`src/rtl/uart_rx_sampler_if.sv`:
```
// Receiver-side bundle: line/config inputs and the character handshake toward the FIFO side.
// The slave modport is the receiver; the master modport is whoever drives the line and reads characters.
interface uart_rx_sampler_if;
    logic       baud_clock;
    logic       rx;
    logic       bit8;
    logic       parity_en;
    logic       odd_n_even;
    logic       read_rx_byte;
    logic [7:0] rx_byte;
    logic       rx_ready;
    logic       parity_err;
    logic       framing_err;
    logic       overflow;

    modport master (
        output baud_clock, rx, bit8, parity_en, odd_n_even, read_rx_byte,
        input  rx_byte, rx_ready, parity_err, framing_err, overflow
    );

    modport slave (
        input  baud_clock, rx, bit8, parity_en, odd_n_even, read_rx_byte,
        output rx_byte, rx_ready, parity_err, framing_err, overflow
    );
endinterface

```
`src/rtl/uart_rx_sampler.sv`:
```
// UART receiver: 16x oversampled start/data/parity/stop recovery with a ready/ack character register.
// Outputs update 1 clk after the stop-bit decision tick; a new character arriving while rx_ready is held is dropped and sets overflow.
// Build option RX_MAJORITY_VOTE_EN: bit decision is the 2-of-3 vote of ticks 7/8/9 instead of the tick-8 sample.
module uart_rx_sampler (
    input  logic             clk,
    input  logic             aresetn,
    uart_rx_sampler_if.slave bus
);

    typedef enum logic [2:0] {
        ST_IDLE,
        ST_START,
        ST_DATA,
        ST_PARITY,
        ST_STOP,
        ST_BREAK
    } state_t;

    state_t     r_state;
    state_t     w_next_state;

    logic       r_rx_meta;
    logic       r_rx_s;
    logic [3:0] r_samp_cnt;
    logic [2:0] r_bit_cnt;
    logic [7:0] r_shreg;
    logic       r_par_bit;
    logic       r_smp8;

    logic [7:0] r_rx_byte;
    logic       r_rx_ready;
    logic       r_parity_err;
    logic       r_framing_err;
    logic       r_overflow;

    logic       w_dec_tick;
    logic       w_end_tick;
    logic       w_decision;
    logic       w_last_bit;
    logic       w_deliver;
    logic       w_read;
    logic [7:0] w_data;
    logic       w_par_exp;

    // Two-flop synchronizer; idles high so reset never looks like a start bit.
    always_ff @(posedge clk or negedge aresetn) begin
        if (!aresetn) begin
            r_rx_meta <= 1'b1;
            r_rx_s    <= 1'b1;
        end else begin
            r_rx_meta <= bus.rx;
            r_rx_s    <= r_rx_meta;
        end
    end

    assign w_dec_tick = bus.baud_clock && (r_samp_cnt == 4'd9);
    assign w_end_tick = bus.baud_clock && (r_samp_cnt == 4'd15);

`ifdef RX_MAJORITY_VOTE_EN
    logic r_smp7;

    always_ff @(posedge clk or negedge aresetn) begin
        if (!aresetn) begin
            r_smp7 <= 1'b1;
        end else if (bus.baud_clock && (r_samp_cnt == 4'd7)) begin
            r_smp7 <= r_rx_s;
        end
    end

    // Third vote is the live tick-9 sample so the decision lands on the same tick as the plain build.
    assign w_decision = (r_smp7 & r_smp8) | (r_smp7 & r_rx_s) | (r_smp8 & r_rx_s);
`else
    assign w_decision = r_smp8;
`endif

    always_ff @(posedge clk or negedge aresetn) begin
        if (!aresetn) begin
            r_smp8 <= 1'b1;
        end else if (bus.baud_clock && (r_samp_cnt == 4'd8)) begin
            r_smp8 <= r_rx_s;
        end
    end

    assign w_last_bit = (r_bit_cnt == (bus.bit8 ? 3'd7 : 3'd6));

    always_ff @(posedge clk or negedge aresetn) begin
        if (!aresetn) begin
            r_state <= ST_IDLE;
        end else begin
            r_state <= w_next_state;
        end
    end

    always_comb begin
        w_next_state = r_state;
        w_deliver    = 1'b0;
        case (r_state)
            ST_IDLE: begin
                if (bus.baud_clock && !r_rx_s) begin
                    w_next_state = ST_START;
                end
            end
            ST_START: begin
                if (w_dec_tick && w_decision) begin
                    w_next_state = ST_IDLE;
                end else if (w_end_tick) begin
                    w_next_state = ST_DATA;
                end
            end
            ST_DATA: begin
                if (w_end_tick && w_last_bit) begin
                    w_next_state = bus.parity_en ? ST_PARITY : ST_STOP;
                end
            end
            ST_PARITY: begin
                if (w_end_tick) begin
                    w_next_state = ST_STOP;
                end
            end
            ST_STOP: begin
                if (w_dec_tick) begin
                    w_deliver    = 1'b1;
                    w_next_state = w_decision ? ST_IDLE : ST_BREAK;
                end
            end
            ST_BREAK: begin
                if (bus.baud_clock && r_rx_s) begin
                    w_next_state = ST_IDLE;
                end
            end
            default: begin
                w_next_state = ST_IDLE;
            end
        endcase
    end

    // The detection tick is tick 0 of the start bit, so START begins counting at 1.
    always_ff @(posedge clk or negedge aresetn) begin
        if (!aresetn) begin
            r_samp_cnt <= 4'd0;
        end else if (bus.baud_clock) begin
            if ((w_next_state == ST_IDLE) || (w_next_state == ST_BREAK)) begin
                r_samp_cnt <= 4'd0;
            end else if (r_state == ST_IDLE) begin
                r_samp_cnt <= 4'd1;
            end else begin
                r_samp_cnt <= r_samp_cnt + 4'd1;
            end
        end
    end

    always_ff @(posedge clk or negedge aresetn) begin
        if (!aresetn) begin
            r_bit_cnt <= 3'd0;
        end else if (w_end_tick) begin
            if (r_state == ST_START) begin
                r_bit_cnt <= 3'd0;
            end else if (r_state == ST_DATA) begin
                r_bit_cnt <= r_bit_cnt + 3'd1;
            end
        end
    end

    always_ff @(posedge clk or negedge aresetn) begin
        if (!aresetn) begin
            r_shreg   <= 8'h00;
            r_par_bit <= 1'b0;
        end else if (w_dec_tick) begin
            if (r_state == ST_DATA) begin
                r_shreg <= {w_decision, r_shreg[7:1]};
            end
            if (r_state == ST_PARITY) begin
                r_par_bit <= w_decision;
            end
        end
    end

    // In 7-bit mode only seven shifts happen, leaving the character in shreg[7:1].
    assign w_data    = bus.bit8 ? r_shreg : {1'b0, r_shreg[7:1]};
    assign w_par_exp = (^w_data) ^ bus.odd_n_even;
    assign w_read    = bus.read_rx_byte && r_rx_ready;

    // A read in the delivery cycle frees the register, so the new character is taken rather than dropped.
    always_ff @(posedge clk or negedge aresetn) begin
        if (!aresetn) begin
            r_rx_byte     <= 8'h00;
            r_rx_ready    <= 1'b0;
            r_parity_err  <= 1'b0;
            r_framing_err <= 1'b0;
            r_overflow    <= 1'b0;
        end else if (w_deliver) begin
            if (!r_rx_ready || w_read) begin
                r_rx_byte     <= w_data;
                r_rx_ready    <= 1'b1;
                r_parity_err  <= bus.parity_en && (r_par_bit != w_par_exp);
                r_framing_err <= ~w_decision;
                r_overflow    <= 1'b0;
            end else begin
                r_overflow    <= 1'b1;
            end
        end else if (w_read) begin
            r_rx_ready <= 1'b0;
            r_overflow <= 1'b0;
        end
    end

    assign bus.rx_byte     = r_rx_byte;
    assign bus.rx_ready    = r_rx_ready;
    assign bus.parity_err  = r_parity_err;
    assign bus.framing_err = r_framing_err;
    assign bus.overflow    = r_overflow;

endmodule
```
`src/flat_wrapper.sv`:
```
// flat-port wrapper written by rule: the top's interface ports become plain ports
module uart_rx_sampler_flat 
  (clk, aresetn, bus_baud_clock, bus_rx, bus_bit8, bus_parity_en, bus_odd_n_even, bus_read_rx_byte, bus_rx_byte, bus_rx_ready, bus_parity_err, bus_framing_err, bus_overflow);
  uart_rx_sampler_if bus_i ();
  input  logic clk;
  input  logic aresetn;
  input wire logic [$bits(bus_i.baud_clock)-1:0] bus_baud_clock;
  input wire logic [$bits(bus_i.rx)-1:0] bus_rx;
  input wire logic [$bits(bus_i.bit8)-1:0] bus_bit8;
  input wire logic [$bits(bus_i.parity_en)-1:0] bus_parity_en;
  input wire logic [$bits(bus_i.odd_n_even)-1:0] bus_odd_n_even;
  input wire logic [$bits(bus_i.read_rx_byte)-1:0] bus_read_rx_byte;
  output wire logic [$bits(bus_i.rx_byte)-1:0] bus_rx_byte;
  output wire logic [$bits(bus_i.rx_ready)-1:0] bus_rx_ready;
  output wire logic [$bits(bus_i.parity_err)-1:0] bus_parity_err;
  output wire logic [$bits(bus_i.framing_err)-1:0] bus_framing_err;
  output wire logic [$bits(bus_i.overflow)-1:0] bus_overflow;
  assign bus_i.baud_clock = bus_baud_clock;
  assign bus_i.rx = bus_rx;
  assign bus_i.bit8 = bus_bit8;
  assign bus_i.parity_en = bus_parity_en;
  assign bus_i.odd_n_even = bus_odd_n_even;
  assign bus_i.read_rx_byte = bus_read_rx_byte;
  assign bus_rx_byte = bus_i.rx_byte;
  assign bus_rx_ready = bus_i.rx_ready;
  assign bus_parity_err = bus_i.parity_err;
  assign bus_framing_err = bus_i.framing_err;
  assign bus_overflow = bus_i.overflow;
  uart_rx_sampler u_core (.clk(clk), .aresetn(aresetn), .bus(bus_i));
endmodule
```
`config.mk`:
```
export PLATFORM = sky130hd
export DESIGN_NAME = uart_rx_sampler_flat
export DESIGN_NICKNAME = d
export VERILOG_FILES = /design/src/rtl/uart_rx_sampler_if.sv /design/src/rtl/uart_rx_sampler.sv /design/src/flat_wrapper.sv
export SDC_FILE = /design/constraint.sdc
export NUM_CORES = 1
export LEC_CHECK = 0
export CORE_UTILIZATION = 35
export CTS_BUF_LIST = sky130_fd_sc_hd__clkbuf_16
export DETAILED_ROUTE_END_ITERATION = 8
export PLACE_DENSITY = 0.6
export SETUP_SLACK_MARGIN = 0.3
export SLEW_MARGIN = 20
export SYNTH_ARGS = -nofsm -noshare
export SYNTH_HDL_FRONTEND = slang
export SYNTH_SLANG_ARGS = --single-unit
```
`constraint.sdc`:
```
create_clock -name clk -period 2.5 [get_ports clk]
set_clock_uncertainty 0.2 [all_clocks]
set_input_delay 0.5 -clock clk [delete_from_list [all_inputs] [get_ports clk]]
set_output_delay 0.5 -clock clk [all_outputs]
set_load 0.1 [all_outputs]
```
# ---- Yosys cells after proc, flatten, opt, wreduce, memory -nomap -nowiden
# Cells that the tools add are included.
dict set report op_classes {
  n_div 0
  order_cmp 0
  mux 23
  n_reduce_logical 23
  multipliers 0
  n_bitwise 2
  addsub 2
  shift 0
  eq_ne 12
}
# op count
set ops {}
lappend ops {{two-way mux 3 bit} 11}
lappend ops {{one-hot mux 3 bit (6 select lines)} 1}
lappend ops {{equality test 4 bit, second input constant} 3}
lappend ops {{AND reduction 2 bit} 5}
lappend ops {{equality test 3 bit, second input constant} 3}
lappend ops {{logical AND 1 bit} 9}
lappend ops {{two-way mux 1 bit} 8}
lappend ops {{two-way mux 4 bit} 2}
lappend ops {{two-way mux 8 bit} 1}
lappend ops {{parity 8 bit} 1}
lappend ops {{equality test 3 x 2 -> 1 bit, second input constant} 2}
lappend ops {{zero test 3 bit} 2}
lappend ops {{adder 4 x 1 -> 4 bit, second input constant} 1}
lappend ops {{nonzero test 2 bit} 2}
lappend ops {{adder 3 x 1 -> 3 bit, second input constant} 1}
lappend ops {{equality test 3 x 1 -> 1 bit, second input constant} 1}
lappend ops {{equality test 3 bit} 1}
lappend ops {{zero test 1 bit} 2}
lappend ops {{logical OR 1 bit} 2}
lappend ops {{!= test 2 bit, second input constant} 1}
lappend ops {{!= test 1 bit} 1}
lappend ops {{inverter 1 bit} 1}
lappend ops {{bitwise XOR 1 bit} 1}
dict set report totals {
  mem_count 0
  latchBits 0
  ram_bits 0
  word_cells 75
  out_inout_bits 12
  romBits 0
  reg_bits 34
  inputBits 8
}

# ---- Depth between registers and ports, before layout
dict set report logic_depth {
  word_depth 8
  mapped_depth 9
  mapped_depth_nobuf 9
}

# ---- Least setup slack after synthesis
# Ideal clock, no wire load.
dict set report synth_timing {
  path_type {register to register}
  start {register u_core.r_samp_cnt[1]}
  end {register u_core.r_samp_cnt[2]}
  required_ps 2196
  stages_incl_launch_ff 10
  setup_ps 104
  arrival_time_ps 1912
  path_buffers 0
  slack_ps 284
  period_less_slack_ps 2216
  path_cell_list {dfrtp_1 > inv_1 > ha_1 > and4b_4 > nand2_2 > o2111a_1 > a211o_2 > xor2_2 > o21ai_1 > o311ai_1}
}
dict set report synth_between {
  elab_chain_cells 8
  elab_cells_between_ends 18
  classes_between {add/sub (1); eq/ne (3); mux (8); reduce/logical (6)}
}
# element line_no
set synth_lines {}
lappend synth_lines {{from (decl)} uart_rx_sampler.sv:24} ;# logic [3:0] r_samp_cnt;
lappend synth_lines {{from (signal assigned)} uart_rx_sampler.sv:147} ;# r_samp_cnt <= r_samp_cnt + 4'd1;
lappend synth_lines {{equality test 4 bit, on equally long branches} {uart_rx_sampler.sv:57, uart_rx_sampler.sv:56}}
lappend synth_lines {{logical AND 1 bit, on equally long branches} {uart_rx_sampler.sv:57, uart_rx_sampler.sv:56}}
lappend synth_lines {{two-way mux 3 bit (tied with other cells)} uart_rx_sampler.sv:106} ;# end else if (w_end_tick) begin
lappend synth_lines {{two-way mux 3 bit, on equally long branches} {uart_rx_sampler.sv:104, uart_rx_sampler.sv:111}}
lappend synth_lines {{one-hot mux 3 bit (6 select lines) *} uart_rx_sampler.sv:97} ;# case (r_state)
lappend synth_lines {{via u_core.w_next_state[0]} uart_rx_sampler.sv:20} ;# state_t w_next_state;
lappend synth_lines {{equality test 3 bit or zero test 3 bit (tied branches)} uart_rx_sampler.sv:142} ;# if ((w_next_state == ST_IDLE) || (w_next_state == ST_BREAK)) begin
lappend synth_lines {{logical OR 1 bit *} uart_rx_sampler.sv:142}
lappend synth_lines {{two-way mux 4 bit *} uart_rx_sampler.sv:142}
# Mark *: on every way through the listed nets, which the timed path passes. The rest lies on a longest branch.
# A chain may end at the register's enable or synchronous reset.

# ---- Worst setup path in the final report
dict set report layout_timing {
  start {register u_core.r_samp_cnt[0]}
  end {register u_core.r_samp_cnt[2]}
}
# The elaborated chain is that of the path after synthesis.

==> flow_metrics.tcl <==
set metrics [dict create \
    clkLatencyLatePin_ns 0.27 \
    crit_type "reg2reg" \
    grtUsageTotal 0.158 \
    synth_nets 179 \
    max-clock-path-buffers 2 \
    final-setup-viol-count 0 \
    synthSimpleGateAreaFrac 0.155 \
    end_kind "flop" \
    hold_slack_ns 0.158 \
    critical-path-top-delay-family "compound AO/OA/AOI/OAI gates" \
    fmax_ghz 0.417 \
    grt_pass1_vias 1406 \
    vias 1392 \
    core_area_sq_um 4790 \
    yosys.area_share.xor_xnor 0.0592 \
    synth_cell_type_count 42 \
    hp-class "reg2reg" \
    ys_seq_elements 34 \
    slew_violations 0 \
    port_buffers 19 \
    drt-initial-drc-count 86 \
    reg2reg_slack_ns 0.1 \
    syn_to_final_growth_pct 35.5 \
    r2r_end "u_core.r_samp_cnt[2]$_DFFE_PN0P_" \
    crit_fanout 4 \
    max_slew_margin 0.657 \
    synth.mux.area_fraction 0.110 \
    nNetsFinal 218 \
    io-pin-count 20 \
    drive_gt1_frac 0.362 \
    synthTopCellsByArea "dfrtp_1 44%, mux2_2 6.4%, nand2_1 5.3%" \
    leakage_nw 1.09 \
    drc 0 \
    post_drt_wl_per_cell_microns 14.0 \
    start_util 0.367 \
    globalplace.congestion 0.878 \
    viasPerCell 5.08 \
    cts_tree "yes" \
    synthArstFlopShare 1.00 \
    holdPathEnd "u_core.r_rx_s$_DFF_PN1_" \
    grt_antenna_before_repair 0 \
    max-vdd-ir-drop_mv 0.508 \
    holdBufCountCts 0 \
    final_hold_viol_count 0 \
    utilization 0.497 \
    fin_crit_sh 0.960 \
    rr_startpoint "u_core.r_samp_cnt[0]$_DFFE_PN0P_" \
    n_antenna_cell 0 \
    grt_max_degree 35 \
    die_area_sq_um 5300 \
    cts-root-buf "clkbuf_16" \
    hp-start "u_core.r_rx_meta$_DFF_PN1_" \
    path_buf_inv 2 \
    ys_top_cells_by_count "31 x dfrtp_1, 25 x nand2_1, 16 x o21ai_0" \
    die_x_microns 72.8 \
    die_h_microns 72.8 \
    yosys.cell_count.top_type "dfrtp_1" \
    worstPathRequired_ns 2.47 \
    yosysSeqAreaShare 0.487 \
    max_slew.worst_pin.slew_ns 0.515 \
    crit_chain "buf_12 > ha_4 > and4b_4 > buf_4 > nand2_4 > o22ai_1 > a211o_2 > xor2_4 > o21ai_2 > o311ai_2" \
    yosys.area.top_type "dfrtp_1" \
    outcome "complete, no violations" \
    synth_ff_type "dfrtp_1" \
    worst_path_max_delay_cell "dfrtp_2" \
    fin_cells 274 \
    timing.max_cap.violations 0 \
    period_needed_ns 2.40 \
    yosys.area.top_type_share 0.442 \
    cts.sinks 34 \
    reg2reg_depth 10 \
    fp-row-count 25 \
    drt-pass1-iter-count 5 \
    syn_area_sq_um 1760 \
    numCtsBuffers 5 \
    path_clk_slew_ns 0.05 \
    critical_path.max_stage_delay_ns 0.44 \
    synth_top_family_by_area "simple AND/OR/NAND/NOR gates" \
    synth_fa_ha_area_frac 0.0285 \
    rsz0062_at_grt "yes" \
    synth-compound-area-share 0.122 \
    wl_mm 3.85 \
    grt_first_pass_wirelength_mm 6.40 \
    crit_path_start "u_core.r_samp_cnt[0]$_DFFE_PN0P_" \
    cts_max_level 2 \
    ant_nets 0 \
    hold_path_depth 0 \
    grt_overflow 0 \
    ys_warn_count 0 \
    critPathArrivalTime_ns 2.38 \
    synthCells 167 \
    start_kind "flop" \
    power.density_nw_per_um2 839 \
    dp_hpwl_mm 2.49 \
    synth-edff-count 0 \
    syn_avg_cell_area_sq_um 10.5 \
    dp.cells 258 \
]
==> what timing repair did <==
item                                   CTS  global route
pin swaps                                7             9
setup endpoints to repair                7             8
endpoints found under the hold margin    0             0
buffers inserted                         5             3
gates resized for setup                  8            15
==> worst max-delay path by stage <==
stage,end,slack (ns),cells past startpoint
2_1_floorplan,u_core.r_samp_cnt[2]$_DFFE_PN0P_,0.31,9
3_3_place_gp,u_core.r_samp_cnt[2]$_DFFE_PN0P_,-0.12,8
3_5_place_dp,u_core.r_samp_cnt[2]$_DFFE_PN0P_,-0.19,9
4_1_cts,u_core.r_samp_cnt[2]$_DFFE_PN0P_,0.17,9
5_1_grt,u_core.r_samp_cnt[2]$_DFFE_PN0P_,0.02,10
6_report,u_core.r_samp_cnt[2]$_DFFE_PN0P_,0.1,10
==> cell type report <==
cell class	instances	area, sq um
Clock buffer	5	125
Clock inverter	3	37.5
Fill cell	423	2410
Inverter	7	26.3
Multi-Input combinational cell	119	925
Sequential cell	34	856
Tap cell	67	83.8
Timing Repair Buffer	39	325
==> report_power, final <==
part	switching, W	leakage, nW	internal [W]
clock	0.000218	0.0864	0.000462
combinational	0.000277	0.546	0.000289
sequential	0.000123	0.453	0.000626
total	0.000617	1.09	0.00138
==> kinds of logic (layout without fill, tap and decap cells) <==
| family | Yosys count | in the layout |
|---|---|---|
| AO/OA/AOI/OAI | 34 | 34 |
| XOR/XNOR | 11 | 11 |
| adder cells (fa/ha/maj) | 4 | 4 |
| buffers and inverters | 14 | 54 |
| flip-flops | 34 | 34 |
| multiplexers | 18 | 18 |
| AND/OR/NAND/NOR | 52 | 52 |
==> metal layers <==
layer | share of wire | up-vias | GRT usage
met3 | 0.051 | 13 | 0.0401
li1 | - | 669 | -
met5 | 0 | - | 0
met4 | 0.022 | 0 | 0.0763
met1 | 0.40 | 661 | 0.185
met2 | 0.53 | 49 | 0.269
==> cells in the final DEF, fill, tap and decap left out, drive strengths merged, types with 2 or more instances in the layout <==
| cell type | Yosys | final |
|---|---|---|
| a21oi | 4 | 4 |
| buf | 5 | 32 |
| clkbuf | 2 | 5 |
| clkdlybuf4s50 | 0 | 6 |
| dfrtp | 31 | 31 |
| dfstp | 3 | 3 |
| ha | 4 | 4 |
| inv | 7 | 9 |
| mux2 | 10 | 10 |
| mux2i | 8 | 8 |
| nand2 | 26 | 26 |
| nand3 | 5 | 5 |
| nand4 | 4 | 4 |
| nor2 | 5 | 5 |
| nor3b | 3 | 3 |
| nor4b | 2 | 2 |
| o21ai | 17 | 17 |
| o22ai | 4 | 4 |
| xnor2 | 7 | 7 |
| xor2 | 4 | 4 |
==> sequential cells by signal, indices dropped and copies added, names as in the netlist <==
register                count
u_core.bus.rx_byte          8
u_core.r_shreg              8
u_core.r_samp_cnt           4
u_core.r_bit_cnt            3
u_core.r_state              3
u_core.bus.framing_err      1
u_core.bus.overflow         1
u_core.bus.parity_err       1
u_core.bus.rx_ready         1
u_core.r_par_bit            1
u_core.r_rx_meta            1
u_core.r_rx_s               1
u_core.r_smp8               1
==> stage by stage <==
step | setup TNS (ns) | cell area, sq um | power [W] | setup slack (ns)
5_1_grt | 0 | 2380 | 0.00210 | 0.0211
6_report | 0 | 2380 | 0.00199 | 0.0991
4_1_cts | 0 | 2280 | 0.00189 | 0.172
3_3_place_gp | -0.316 | 2050 | 0.00110 | -0.121
3_5_place_dp | -0.527 | 2050 | 0.00112 | -0.189
2_1_floorplan | 0 | 1760 | 0.00101 | 0.315
Note: power is estimated with default switching activity, not from simulation.
